File: config.mk
export PLATFORM = sky130hd
export DESIGN_NAME = sp_instr_sequencer_flat
export DESIGN_NICKNAME = d
export VERILOG_FILES = /design/src/rtl/sp_instr_sequencer_if.sv /design/src/rtl/sp_instr_sequencer.sv /design/src/flat_wrapper.sv
export SDC_FILE = /design/constraint.sdc
export NUM_CORES = 1
export LEC_CHECK = 0
export BUFFER_PORTS_ARGS = -buffer_cell sky130_fd_sc_hd__buf_2
export CAP_MARGIN = 0
export CORE_MARGIN = 2
export CORE_UTILIZATION = 25
export CTS_CLUSTER_SIZE = 12
export DETAILED_ROUTE_END_ITERATION = 10
export PLACE_DENSITY = 0.56
export SYNTH_ARGS = -nofsm -noshare
export SYNTH_HDL_FRONTEND = slang
export SYNTH_SLANG_ARGS = --single-unit
File: constraint.sdc
create_clock -name clk -period 2.9 [get_ports clk]
set_input_delay 0.58 -clock clk [delete_from_list [all_inputs] [get_ports clk]]
set_output_delay 0.58 -clock clk [all_outputs]
set_load 0.01 [all_outputs]
File: src/rtl/sp_instr_sequencer_if.sv
// Shared types and the handshake bundle between the instruction FIFO, scratchpad
// read FIFO, DRAM load path and GEMM dispatch port of the scratchpad sequencer.
package sp_instr_sequencer_pkg;
    localparam int unsigned WORD_W  = 32;
    localparam int unsigned MAT_S_W = 4;
    localparam int unsigned ROW_S_W = 2;
    localparam int unsigned ROWS    = 1 << ROW_S_W;
    localparam int unsigned STRIDE  = 8;
    localparam int unsigned OP_W    = 2;
    localparam int unsigned MAT_T_W = 2;
    localparam int unsigned FIELD_W = MAT_S_W + 2;

    typedef enum logic [OP_W-1:0] {
        OP_ILLEGAL = 2'b00,
        OP_LOAD    = 2'b01,
        OP_STORE   = 2'b10,
        OP_GEMM    = 2'b11
    } opcode_e;

    typedef struct packed {
        logic [OP_W-1:0]    opcode;
        logic [FIELD_W-1:0] ls_matrix_rd_gemm_new_weight;
        logic [WORD_W-1:0]  ls_addr_gemm_gemm_sel;
    } instr_fifo_t;

    typedef struct packed {
        logic [WORD_W-1:0]  addr;
        logic [MAT_T_W-1:0] mat_t;
        logic [MAT_S_W-1:0] mat_s;
        logic [ROW_S_W-1:0] row_s;
    } r_fifo_t;
endpackage

interface sp_instr_sequencer_if;
    import sp_instr_sequencer_pkg::*;

    logic                instr_valid;
    instr_fifo_t         instr;
    logic                instr_ready;
    logic                rd_valid;
    r_fifo_t             rd_req;
    logic                rd_ready;
    logic                ld_valid;
    logic [WORD_W-1:0]   ld_addr;
    logic [MAT_S_W-1:0]  ld_mat_s;
    logic [ROW_S_W-1:0]  ld_row_s;
    logic                ld_ready;
    logic                gemm_valid;
    logic [MAT_S_W-1:0]  gemm_rd;
    logic                gemm_ready;
    logic                busy;
    logic                illegal_op;

    modport master (
        input  instr_valid, instr, rd_ready, ld_ready, gemm_ready,
        output instr_ready, rd_valid, rd_req, ld_valid, ld_addr, ld_mat_s, ld_row_s,
               gemm_valid, gemm_rd, busy, illegal_op
    );

    modport slave (
        output instr_valid, instr, rd_ready, ld_ready, gemm_ready,
        input  instr_ready, rd_valid, rd_req, ld_valid, ld_addr, ld_mat_s, ld_row_s,
               gemm_valid, gemm_rd, busy, illegal_op
    );
endinterface

File: src/rtl/sp_instr_sequencer.sv
// Expands one scratchpad instruction at a time into row-level DRAM loads,
// scratchpad reads and a final GEMM dispatch.
module sp_instr_sequencer
    import sp_instr_sequencer_pkg::*;
(
    input  logic                 clk,
    input  logic                 rst,
    sp_instr_sequencer_if.master bus
);

    typedef enum logic [2:0] {
        S_IDLE, S_LOAD, S_STORE, S_G_WGT, S_G_IN, S_G_PSUM, S_G_DISP
    } state_e;

    state_e              state_q, state_d;
    logic [ROW_S_W-1:0]  row_q;
    logic [MAT_S_W-1:0]  mat_q;
    logic [WORD_W-1:0]   base_q;
    logic                illegal_q;

    logic                instr_ready_c;
    logic                rd_valid_c;
    r_fifo_t             rd_req_c;
    logic                ld_valid_c;
    logic                gemm_valid_c;
    logic                instr_fire;
    logic                row_acc;
    logic                row_last;
    logic                new_weight;
    opcode_e             opcode;
    logic [WORD_W-1:0]   row_addr;
    logic                unused_field_bit;

    assign opcode           = opcode_e'(bus.instr.opcode);
    assign new_weight       = bus.instr.ls_matrix_rd_gemm_new_weight[MAT_S_W+1];
    assign unused_field_bit = bus.instr.ls_matrix_rd_gemm_new_weight[MAT_S_W];
    assign instr_fire       = bus.instr_valid & instr_ready_c;
    assign row_acc          = (rd_valid_c & bus.rd_ready) | (ld_valid_c & bus.ld_ready);
    assign row_last         = (row_q == ROW_S_W'(ROWS - 1));
    assign row_addr         = base_q + WORD_W'(row_q) * WORD_W'(STRIDE);

    // State register
    always_ff @(posedge clk or posedge rst) begin
        if (rst) state_q <= S_IDLE;
        else     state_q <= state_d;
    end

    // Latched instruction fields, row counter and illegal-opcode pulse
    always_ff @(posedge clk or posedge rst) begin
        if (rst) begin
            row_q     <= '0;
            mat_q     <= '0;
            base_q    <= '0;
            illegal_q <= 1'b0;
        end else begin
            illegal_q <= instr_fire && (opcode == OP_ILLEGAL);
            if (instr_fire) begin
                row_q  <= '0;
                mat_q  <= bus.instr.ls_matrix_rd_gemm_new_weight[MAT_S_W-1:0];
                base_q <= bus.instr.ls_addr_gemm_gemm_sel;
            end else if (row_acc) begin
                row_q  <= row_q + ROW_S_W'(1);
            end
        end
    end

    // Next-state logic
    always_comb begin
        state_d = state_q;
        unique case (state_q)
            S_IDLE: begin
                if (instr_fire) begin
                    unique case (opcode)
                        OP_LOAD:  state_d = S_LOAD;
                        OP_STORE: state_d = S_STORE;
                        OP_GEMM:  state_d = new_weight ? S_G_WGT : S_G_IN;
                        default:  state_d = S_IDLE;
                    endcase
                end
            end
            S_LOAD, S_STORE: if (row_acc && row_last) state_d = S_IDLE;
            S_G_WGT:         if (row_acc && row_last) state_d = S_G_IN;
            S_G_IN:          if (row_acc && row_last) state_d = S_G_PSUM;
            S_G_PSUM:        if (row_acc && row_last) state_d = S_G_DISP;
            S_G_DISP:        if (bus.gemm_ready)      state_d = S_IDLE;
            default:         state_d = S_IDLE;
        endcase
    end

    // Output decode: depends only on state and registered fields
    always_comb begin
        instr_ready_c = 1'b0;
        rd_valid_c    = 1'b0;
        ld_valid_c    = 1'b0;
        gemm_valid_c  = 1'b0;
        rd_req_c      = '{addr: '0, mat_t: 2'b00, mat_s: '0, row_s: row_q};
        unique case (state_q)
            S_IDLE:  instr_ready_c = 1'b1;
            S_LOAD:  ld_valid_c    = 1'b1;
            S_STORE: begin
                rd_valid_c = 1'b1;
                rd_req_c   = '{addr: row_addr, mat_t: 2'b00, mat_s: mat_q, row_s: row_q};
            end
            S_G_WGT: begin
                rd_valid_c     = 1'b1;
                rd_req_c.mat_t = 2'b01;
                rd_req_c.mat_s = base_q[11:8];
            end
            S_G_IN: begin
                rd_valid_c     = 1'b1;
                rd_req_c.mat_t = 2'b10;
                rd_req_c.mat_s = base_q[15:12];
            end
            S_G_PSUM: begin
                rd_valid_c     = 1'b1;
                rd_req_c.mat_t = 2'b11;
                rd_req_c.mat_s = base_q[7:4];
            end
            S_G_DISP: gemm_valid_c = 1'b1;
            default:  instr_ready_c = 1'b0;
        endcase
    end

    assign bus.instr_ready = instr_ready_c;
    assign bus.rd_valid    = rd_valid_c;
    assign bus.rd_req      = rd_req_c;
    assign bus.ld_valid    = ld_valid_c;
    assign bus.ld_addr     = row_addr;
    assign bus.ld_mat_s    = mat_q;
    assign bus.ld_row_s    = row_q;
    assign bus.gemm_valid  = gemm_valid_c;
    assign bus.gemm_rd     = base_q[3:0];
    assign bus.busy        = (state_q != S_IDLE);
    assign bus.illegal_op  = illegal_q;

endmodule

File: src/flat_wrapper.sv
// flat-port wrapper written by rule: the top's interface ports become plain ports
module sp_instr_sequencer_flat import sp_instr_sequencer_pkg::*;
  (clk, rst, bus_instr_valid, bus_instr, bus_rd_ready, bus_ld_ready, bus_gemm_ready, bus_instr_ready, bus_rd_valid, bus_rd_req, bus_ld_valid, bus_ld_addr, bus_ld_mat_s, bus_ld_row_s, bus_gemm_valid, bus_gemm_rd, bus_busy, bus_illegal_op);
  sp_instr_sequencer_if bus_i ();
  input  logic clk;
  input  logic rst;
  input wire logic [$bits(bus_i.instr_valid)-1:0] bus_instr_valid;
  input wire logic [$bits(bus_i.instr)-1:0] bus_instr;
  input wire logic [$bits(bus_i.rd_ready)-1:0] bus_rd_ready;
  input wire logic [$bits(bus_i.ld_ready)-1:0] bus_ld_ready;
  input wire logic [$bits(bus_i.gemm_ready)-1:0] bus_gemm_ready;
  output wire logic [$bits(bus_i.instr_ready)-1:0] bus_instr_ready;
  output wire logic [$bits(bus_i.rd_valid)-1:0] bus_rd_valid;
  output wire logic [$bits(bus_i.rd_req)-1:0] bus_rd_req;
  output wire logic [$bits(bus_i.ld_valid)-1:0] bus_ld_valid;
  output wire logic [$bits(bus_i.ld_addr)-1:0] bus_ld_addr;
  output wire logic [$bits(bus_i.ld_mat_s)-1:0] bus_ld_mat_s;
  output wire logic [$bits(bus_i.ld_row_s)-1:0] bus_ld_row_s;
  output wire logic [$bits(bus_i.gemm_valid)-1:0] bus_gemm_valid;
  output wire logic [$bits(bus_i.gemm_rd)-1:0] bus_gemm_rd;
  output wire logic [$bits(bus_i.busy)-1:0] bus_busy;
  output wire logic [$bits(bus_i.illegal_op)-1:0] bus_illegal_op;
  assign bus_i.instr_valid = bus_instr_valid;
  assign bus_i.instr = bus_instr;
  assign bus_i.rd_ready = bus_rd_ready;
  assign bus_i.ld_ready = bus_ld_ready;
  assign bus_i.gemm_ready = bus_gemm_ready;
  assign bus_instr_ready = bus_i.instr_ready;
  assign bus_rd_valid = bus_i.rd_valid;
  assign bus_rd_req = bus_i.rd_req;
  assign bus_ld_valid = bus_i.ld_valid;
  assign bus_ld_addr = bus_i.ld_addr;
  assign bus_ld_mat_s = bus_i.ld_mat_s;
  assign bus_ld_row_s = bus_i.ld_row_s;
  assign bus_gemm_valid = bus_i.gemm_valid;
  assign bus_gemm_rd = bus_i.gemm_rd;
  assign bus_busy = bus_i.busy;
  assign bus_illegal_op = bus_i.illegal_op;
  sp_instr_sequencer u_core (.clk(clk), .rst(rst), .bus(bus_i));
endmodule
==> flow_summary.json, run 1 <==
{
  "outcome": "finished, final reports clean",
  "setup_viol_count_final": 0,
  "report.final.slew_viol_count": 0,
  "timing.rr.start": "u_core.state_q[0]",
  "grt_pass1_vias": 2734,
  "wl_um": 8842,
  "synthFlopType": "dfrtp_1",
  "cts_buffer_depth": 2,
  "crit_required_ps": 2320,
  "nets": 482,
  "stdcell_count": 573,
  "fill_cells": 1153,
  "post-route-util_pct": 35.59,
  "final.setup.tns_ps": 0,
  "timing.fmax_mhz": 359.5,
  "irDropWorstVdd_mv": 0.6086,
  "intPower_mw": 2.407,
  "synthTopCellsByArea": "dfrtp_1, mux2_2, nand2_1, and2_1, a21oi_1",
  "rsz0062_at_grt": "true",
  "grtUsageMet3_pct": 3.952,
  "synth.most_common_cell": "dfrtp_1",
  "n_antenna_cell": 0,
  "drc": 0,
  "synth_seq_cells": 42,
  "layout-drive-gt1-share_pct": 47.81,
  "wl_per_cell_um": 15.43,
  "grt_use_total_pct": 14.26,
  "vias_per_cell": 4.789,
  "synth_common_cells": "dfrtp_1, mux2_2, nand2_1",
  "final.period_utilization_pct": 95.92,
  "yosysTopAreaCellShare_pct": 37.02,
  "cts_made_buffers": 5,
  "grt-busiest-layer": "met2",
  "hp-start": "bus_instr[39]",
  "syn_area_um2": 2839,
  "cts.sinks": 42,
  "synth-edff-count": 0,
  "ant_nets": 0,
  "numPortBuffers": 132,
  "initial_core_util_pct": 25.85,
  "finalCriticalPeriod_ps": 2782,
  "grt_pass1_wl_um": 14270,
  "swShare_pct": 43.64,
  "syn-mean-instance-area_um2": 9.432,
  "clock_latency_ps": 280,
  "cts_hold_buf": 0,
  "cts-root-buf": "clkbuf_16",
  "seqPwrFrac_pct": 30.4,
  "drt_iter0_markers": 141,
  "cp.arrival_ps": 2200,
  "min_path_type": "in -> reg",
  "criticalPathCategory": "reg -> out",
  "cellLeakagePower_nw": 1.856,
  "htree_levels": 2,
  "core_area_um2": 10980,
  "cap_violations": 0,
  "slew_headroom_pct": 38.63,
  "globalRouteMet1Util_pct": 18.88,
  "grt_util_met2_pct": 23.68,
  "tightestPinTransition_ps": 919.1,
  "die_w_um": 110.6,
  "overflow": 0,
  "ys_types": 44,
  "num_io_pins": 134,
  "grt_max_degree": 43,
  "syn_nets": 351,
  "p_switching_mw": 1.864,
  "worstSetupStartpointType": "flip-flop",
  "num_rows": 38,
  "skew_ps": 9.792,
  "synthArstFlopShare_pct": 100.0,
  "r2r_setup_slack_ps": 840,
  "crit_start": "u_core.base_q[4]",
  "ys_seq_area_share_pct": 37.02,
  "synth_cells": 301,
  "hpwl_um": 6509,
  "hold_viol": 0,
  "power_frac_comb_pct": 54.8,
  "fin_area_um2": 3909,
  "power_frac_clock_pct": 14.9,
  "drtPass1Iterations": 4,
  "num_vias": 2744,
  "die_y_um": 110.6,
  "antenna_found_initial": 0,
  "dp.cells": 557,
  "path_clk_slew_ps": 60,
  "p_total_mw": 4.271,
  "routabilityCongestion": 0.7944,
  "yosys.area.top_type": "dfrtp_1",
  "crit_path_end_kind": "output pin",
  "die_area_um2": 12220,
  "synth.yosys.warnings": 0,
  "area_growth_pct": 37.68,
  "crit_fanout": 8,
  "pwr_density_cell_nw_per_um2": 1093,
  "cts_tree": "built",
  "placedInstanceArea_um2": 3630
}
-- placed cells by master, fill, tap and decap left out, types with 4 or more instances in the layout --
cell type  count
buf_2        132
dfrtp_1       41
mux2_2        33
nand2_1       31
a21oi_1       21
buf_4         19
and2_1        17
or4_1         11
o21ai_0       10
nand3_1       10
o31ai_1        9
xnor2_1        9
nor2_1         7
or3_1          6
nand4_1        6
xor2_1         5
clkbuf_16      5
inv_1          4
nor2b_1        4
a22oi_1        4
a221oi_1       4
and4_1         4
-- state kept, by name, indices dropped and copies added (netlist names) --
register               cells
u_core.state_q             3
u_core.bus.ld_mat_s        4
u_core.base_q             32
u_core.bus.illegal_op      1
u_core.bus.ld_row_s        2
-- cells by family (layout without fill, tap and decap cells) --
kind of cell / after synthesis / after routing / share of synthesized area, %
and+or+nand+nor: 112 / 114 / 23.05
AOI/OAI and AO/OA: 59 / 59 / 13.31
DFF: 42 / 42 / 37.02
muxes: 35 / 35 / 13.84
buffers and inverters: 35 / 165 / 6.435
xor gates and xnor gates: 14 / 14 / 4.319
adders and majority gates: 4 / 4 / 2.027
-- metal layers --
metal,up-vias,share of wire (%)
met1,1269,46
met5,-,0
li1,1353,-
met2,120,46
met3,2,7.7
met4,0,0.35
-- power by group through the flow --
stage          Sequential, mW  Combinational, mW  Clock [mW]
2_1_floorplan            1.16               1.52           0
3_3_place_gp             1.28               2.24           0
3_5_place_dp             1.30               2.26           0
4_1_cts                  1.29               2.34       0.664
5_1_grt                  1.35               2.58       0.685
6_report                 1.30               2.34       0.635
-- what timing repair did --
item / CTS / global route
hold endpoints to repair: 0 / 0
pin swaps: 1 / 1
setup endpoints to repair: 10 / 18
resized for setup: 4 / 7
cloned: 2 / 0
buffers inserted: 5 / 1
-- worst max-delay path, cell delays in order (launching register included) --
cell	delay, ps
dfrtp_1	440
ha_1	320
a21o_4	160
nand4_4	180
or4_1	480
a21oi_1	170
buf_2	160
-- stage by stage --
stage               hold WS, ps  setup WS (ps)
finish                    496.3          118.3
floorplan                 510.1          352.2
global placement          523.5          252.3
detailed placement        540.3          230.8
global route              489.9         -11.81
CTS                       484.2          5.292
-- path summary, 6_finish.rpt --
| check | end | cells past startpoint |
|---|---|---|
| worst min register to register | u_core.base_q[0] | 1 |
| worst max register to register | u_core.base_q[26] | 5 |
| max in group asynchronous | u_core.bus.ld_row_s[1] | 2 |
| min in group asynchronous | u_core.base_q[19] | 2 |
| worst min-delay path | u_core.bus.illegal_op | 2 |
| worst max-delay path | bus_rd_req[38] | 6 |
-- area by class of cell --
cell class / instances / area (um2) / share of cell area (%)
well taps: 140 / 175.2 / 4.481
clock buffers: 6 / 128.9 / 3.297
repair buffers: 152 / 823.3 / 21.06
clock inverters: 2 / 37.54 / 0.9603
inverters: 5 / 18.77 / 0.4802
multi-input cells: 226 / 1673 / 42.80
flip-flops and latches: 42 / 1052 / 26.92
No activity file was read; power rests on OpenSTA's default activity.
==> run 2: changes to the inputs <==
Settings changed: ABC_AREA set to 1.
==> run 2 against run 1 <==
  * Critical path depth grew 3
  * Sequential power shrank 10%
  * Largest cell class unchanged
  * Hold slack lost 26 ps
  * Power shrank 10%
  * Clock-buffer cell count is the same
  * Synthesized cell count grew 54%
  * Highest routed layer unchanged
  * Register-to-register slack gained 80 ps
  * Via count grew 22%
  * Final cell count grew 28%
==> flow_summary.json, run 2 <==
{
  "synth.most_common_cell": "nand2_1",
  "largest_reg_flops": 32,
  "worstSetupStartpointType": "flip-flop",
  "grt_max_degree": 43,
  "cap_violations": 0,
  "numPortBuffers": 132,
  "synthTopCellsByArea": "dfrtp_1, nand2_1, inv_1, nor2_1, o21ai_0",
  "irDropWorstVdd_mv": 0.3363,
  "cts_buffer_depth": 2,
  "synthArstFlopShare_pct": 100.0,
  "cp.arrival_ps": 2150,
  "cellLeakagePower_nw": 2.137,
  "synth.yosys.warnings": 0,
  "setup_viol_count_final": 0,
  "ys_seq_area_share_pct": 34.67,
  "outcome": "finished, final reports clean",
  "hp-start": "bus_instr[38]",
  "path_clk_slew_ps": 60,
  "drt_iter0_markers": 184,
  "nets": 636,
  "layout-drive-gt1-share_pct": 30.15,
  "timing.rr.start": "u_core.state_q[1]",
  "path_cells": "ha_2, fa_2, nand2_2, nor2_4, inv_1, nor2_4, nand3_1, a21oi_1, buf_2",
  "r2r_end": "u_core.base_q[8]",
  "cts_made_buffers": 5,
  "hold_viol": 0,
  "synth_common_cells": "nand2_1, inv_1, nor2_1",
  "htree_levels": 2,
  "tightestPinTransition_ps": 948.7,
  "synth_cells": 463,
  "hold_end": "u_core.bus.illegal_op",
  "vias_per_cell": 4.578,
  "r2r_setup_slack_ps": 920,
  "wl_um": 10140,
  "die_area_um2": 13020,
  "cpPeakStageDelay_ps": 410,
  "holdPathStages": 2,
  "critPathSlowestCell": "dfrtp_2",
  "grt_use_total_pct": 15.57,
  "die_y_um": 114.1,
  "cts_hold_buf": 0,
  "rsz0062_at_grt": "false",
  "timing.fmax_mhz": 366.0,
  "syn_area_um2": 3032,
  "overflow": 0,
  "final_cell_mix": "nand2_1, buf_2, inv_1",
  "core_area_um2": 11910,
  "wl_per_cell_um": 13.81,
  "clock_latency_ps": 280,
  "drtPass1Iterations": 4,
  "cts-root-buf": "clkbuf_16",
  "synthFlopType": "dfrtp_1",
  "syn_nets": 513,
  "area_growth_pct": 30.62,
  "finalCriticalPeriod_ps": 2732,
  "num_io_pins": 134,
  "skew_ps": 4.773,
  "hpwl_um": 7988,
  "final_common_cell": "nand2_1",
  "critPathBufInv": 2,
  "pwr_density_cell_nw_per_um2": 965.3,
  "synth-edff-count": 0,
  "cts_tree": "built",
  "num_rows": 40,
  "grt_pass1_wl_um": 15840,
  "final.setup.tns_ps": 0,
  "min_path_type": "in -> reg",
  "yosysTopAreaCellShare_pct": 34.67,
  "crit_path_end_kind": "output pin",
  "routabilityCongestion": 0.8269,
  "synth_seq_cells": 42,
  "ant_nets": 0,
  "syn-mean-instance-area_um2": 6.548,
  "cts.sinks": 42,
  "antenna_found_initial": 0,
  "initial_core_util_pct": 25.45,
  "ys_types": 30,
  "drc": 0,
  "die_w_um": 114.1,
  "yosys.area.top_type": "dfrtp_1",
  "crit_top_cell": "nor2_4",
  "n_antenna_cell": 0,
  "crit_fanout": 6,
  "report.final.slew_viol_count": 0,
  "criticalPathCategory": "reg -> out",
  "final.period_utilization_pct": 94.20,
  "grt_pass1_vias": 3072,
  "p_total_mw": 3.823,
  "crit_family": "simple AND/OR/NAND/NOR gates",
  "crit_required_ps": 2320,
  "slew_headroom_pct": 36.66,
  "largest_register": "u_core.base_q",
  "reg2reg_depth": 8,
  "num_vias": 3360
}
==> run 2: worst max path at each step <==
stage	from	end	cells after the start
final	u_core.bus.ld_row_s[0]	bus_rd_req[39]	9
after global routing	u_core.bus.ld_row_s[0]	bus_rd_req[39]	9
after CTS	u_core.bus.ld_row_s[0]	bus_rd_req[27]	9
after detailed placement	u_core.bus.ld_row_s[0]	bus_rd_req[29]	11
after global placement	u_core.bus.ld_row_s[0]	bus_rd_req[39]	9
after floorplan	u_core.bus.ld_row_s[0]	bus_rd_req[35]	9
==> run 2: cell families after synthesis <==
family / synth area share (%)
xor+xnor: 2.559
buf+inv: 13.04
compound gates: 11.06
fa+ha+maj: 1.899
simple gates: 36.77
flops: 34.67
==> run 2: routing by layer <==
metal | up-vias | GRT usage [%] | part of all wire [%]
li1 | 1684 | - | -
met5 | - | 0 | 0
met2 | 98 | 24.40 | 45
met4 | 0 | 4.228 | 1.3
met3 | 10 | 2.012 | 4.3
met1 | 1568 | 22.60 | 49
==> run 2: metrics by stage <==
| stage | utilization, % | cells | hold slack [ps] | cell area (um2) | setup slack (ps) |
|---|---|---|---|---|---|
| 6_report | 33.25 | 734 | 470.7 | 3960 | 168.1 |
| 5_1_grt | 33.25 | 734 | 480.2 | 3960 | 22.38 |
| 4_1_cts | 32.94 | 732 | 462.5 | 3924 | 36.88 |
| 3_5_place_dp | 31.64 | 724 | 502.2 | 3769 | 226.8 |
| 3_3_place_gp | 31.64 | 724 | 492.0 | 3769 | 286.9 |
| 2_1_floorplan | - | 463 | 478.0 | 3032 | 597.0 |
==> run 2: cell type report <==
type | count | area [um2]
Fill cell | 1357 | 7951
Multi-Input combinational cell | 332 | 1618
Sequential cell | 42 | 1052
Timing Repair Buffer | 136 | 703.2
Inverter | 69 | 260.3
Tap cell | 147 | 183.9
Clock buffer | 6 | 128.9
Clock inverter | 2 | 13.76
==> run 2: power by group <==
group,switching (mW),total [mW],internal [mW]
clock network,0.241,0.561,0.320
registers,0.307,1.17,0.861
logic,1.35,2.09,0.748
total,1.89,3.82,1.93
==> run 2: what timing repair did <==
action                                  in CTS  in global routing
pin swaps                                    0                  1
endpoints found under the setup margin      10                 14
hold endpoints to repair                     0                  0
resized for setup                            3                  7
setup buffers                                0                  2
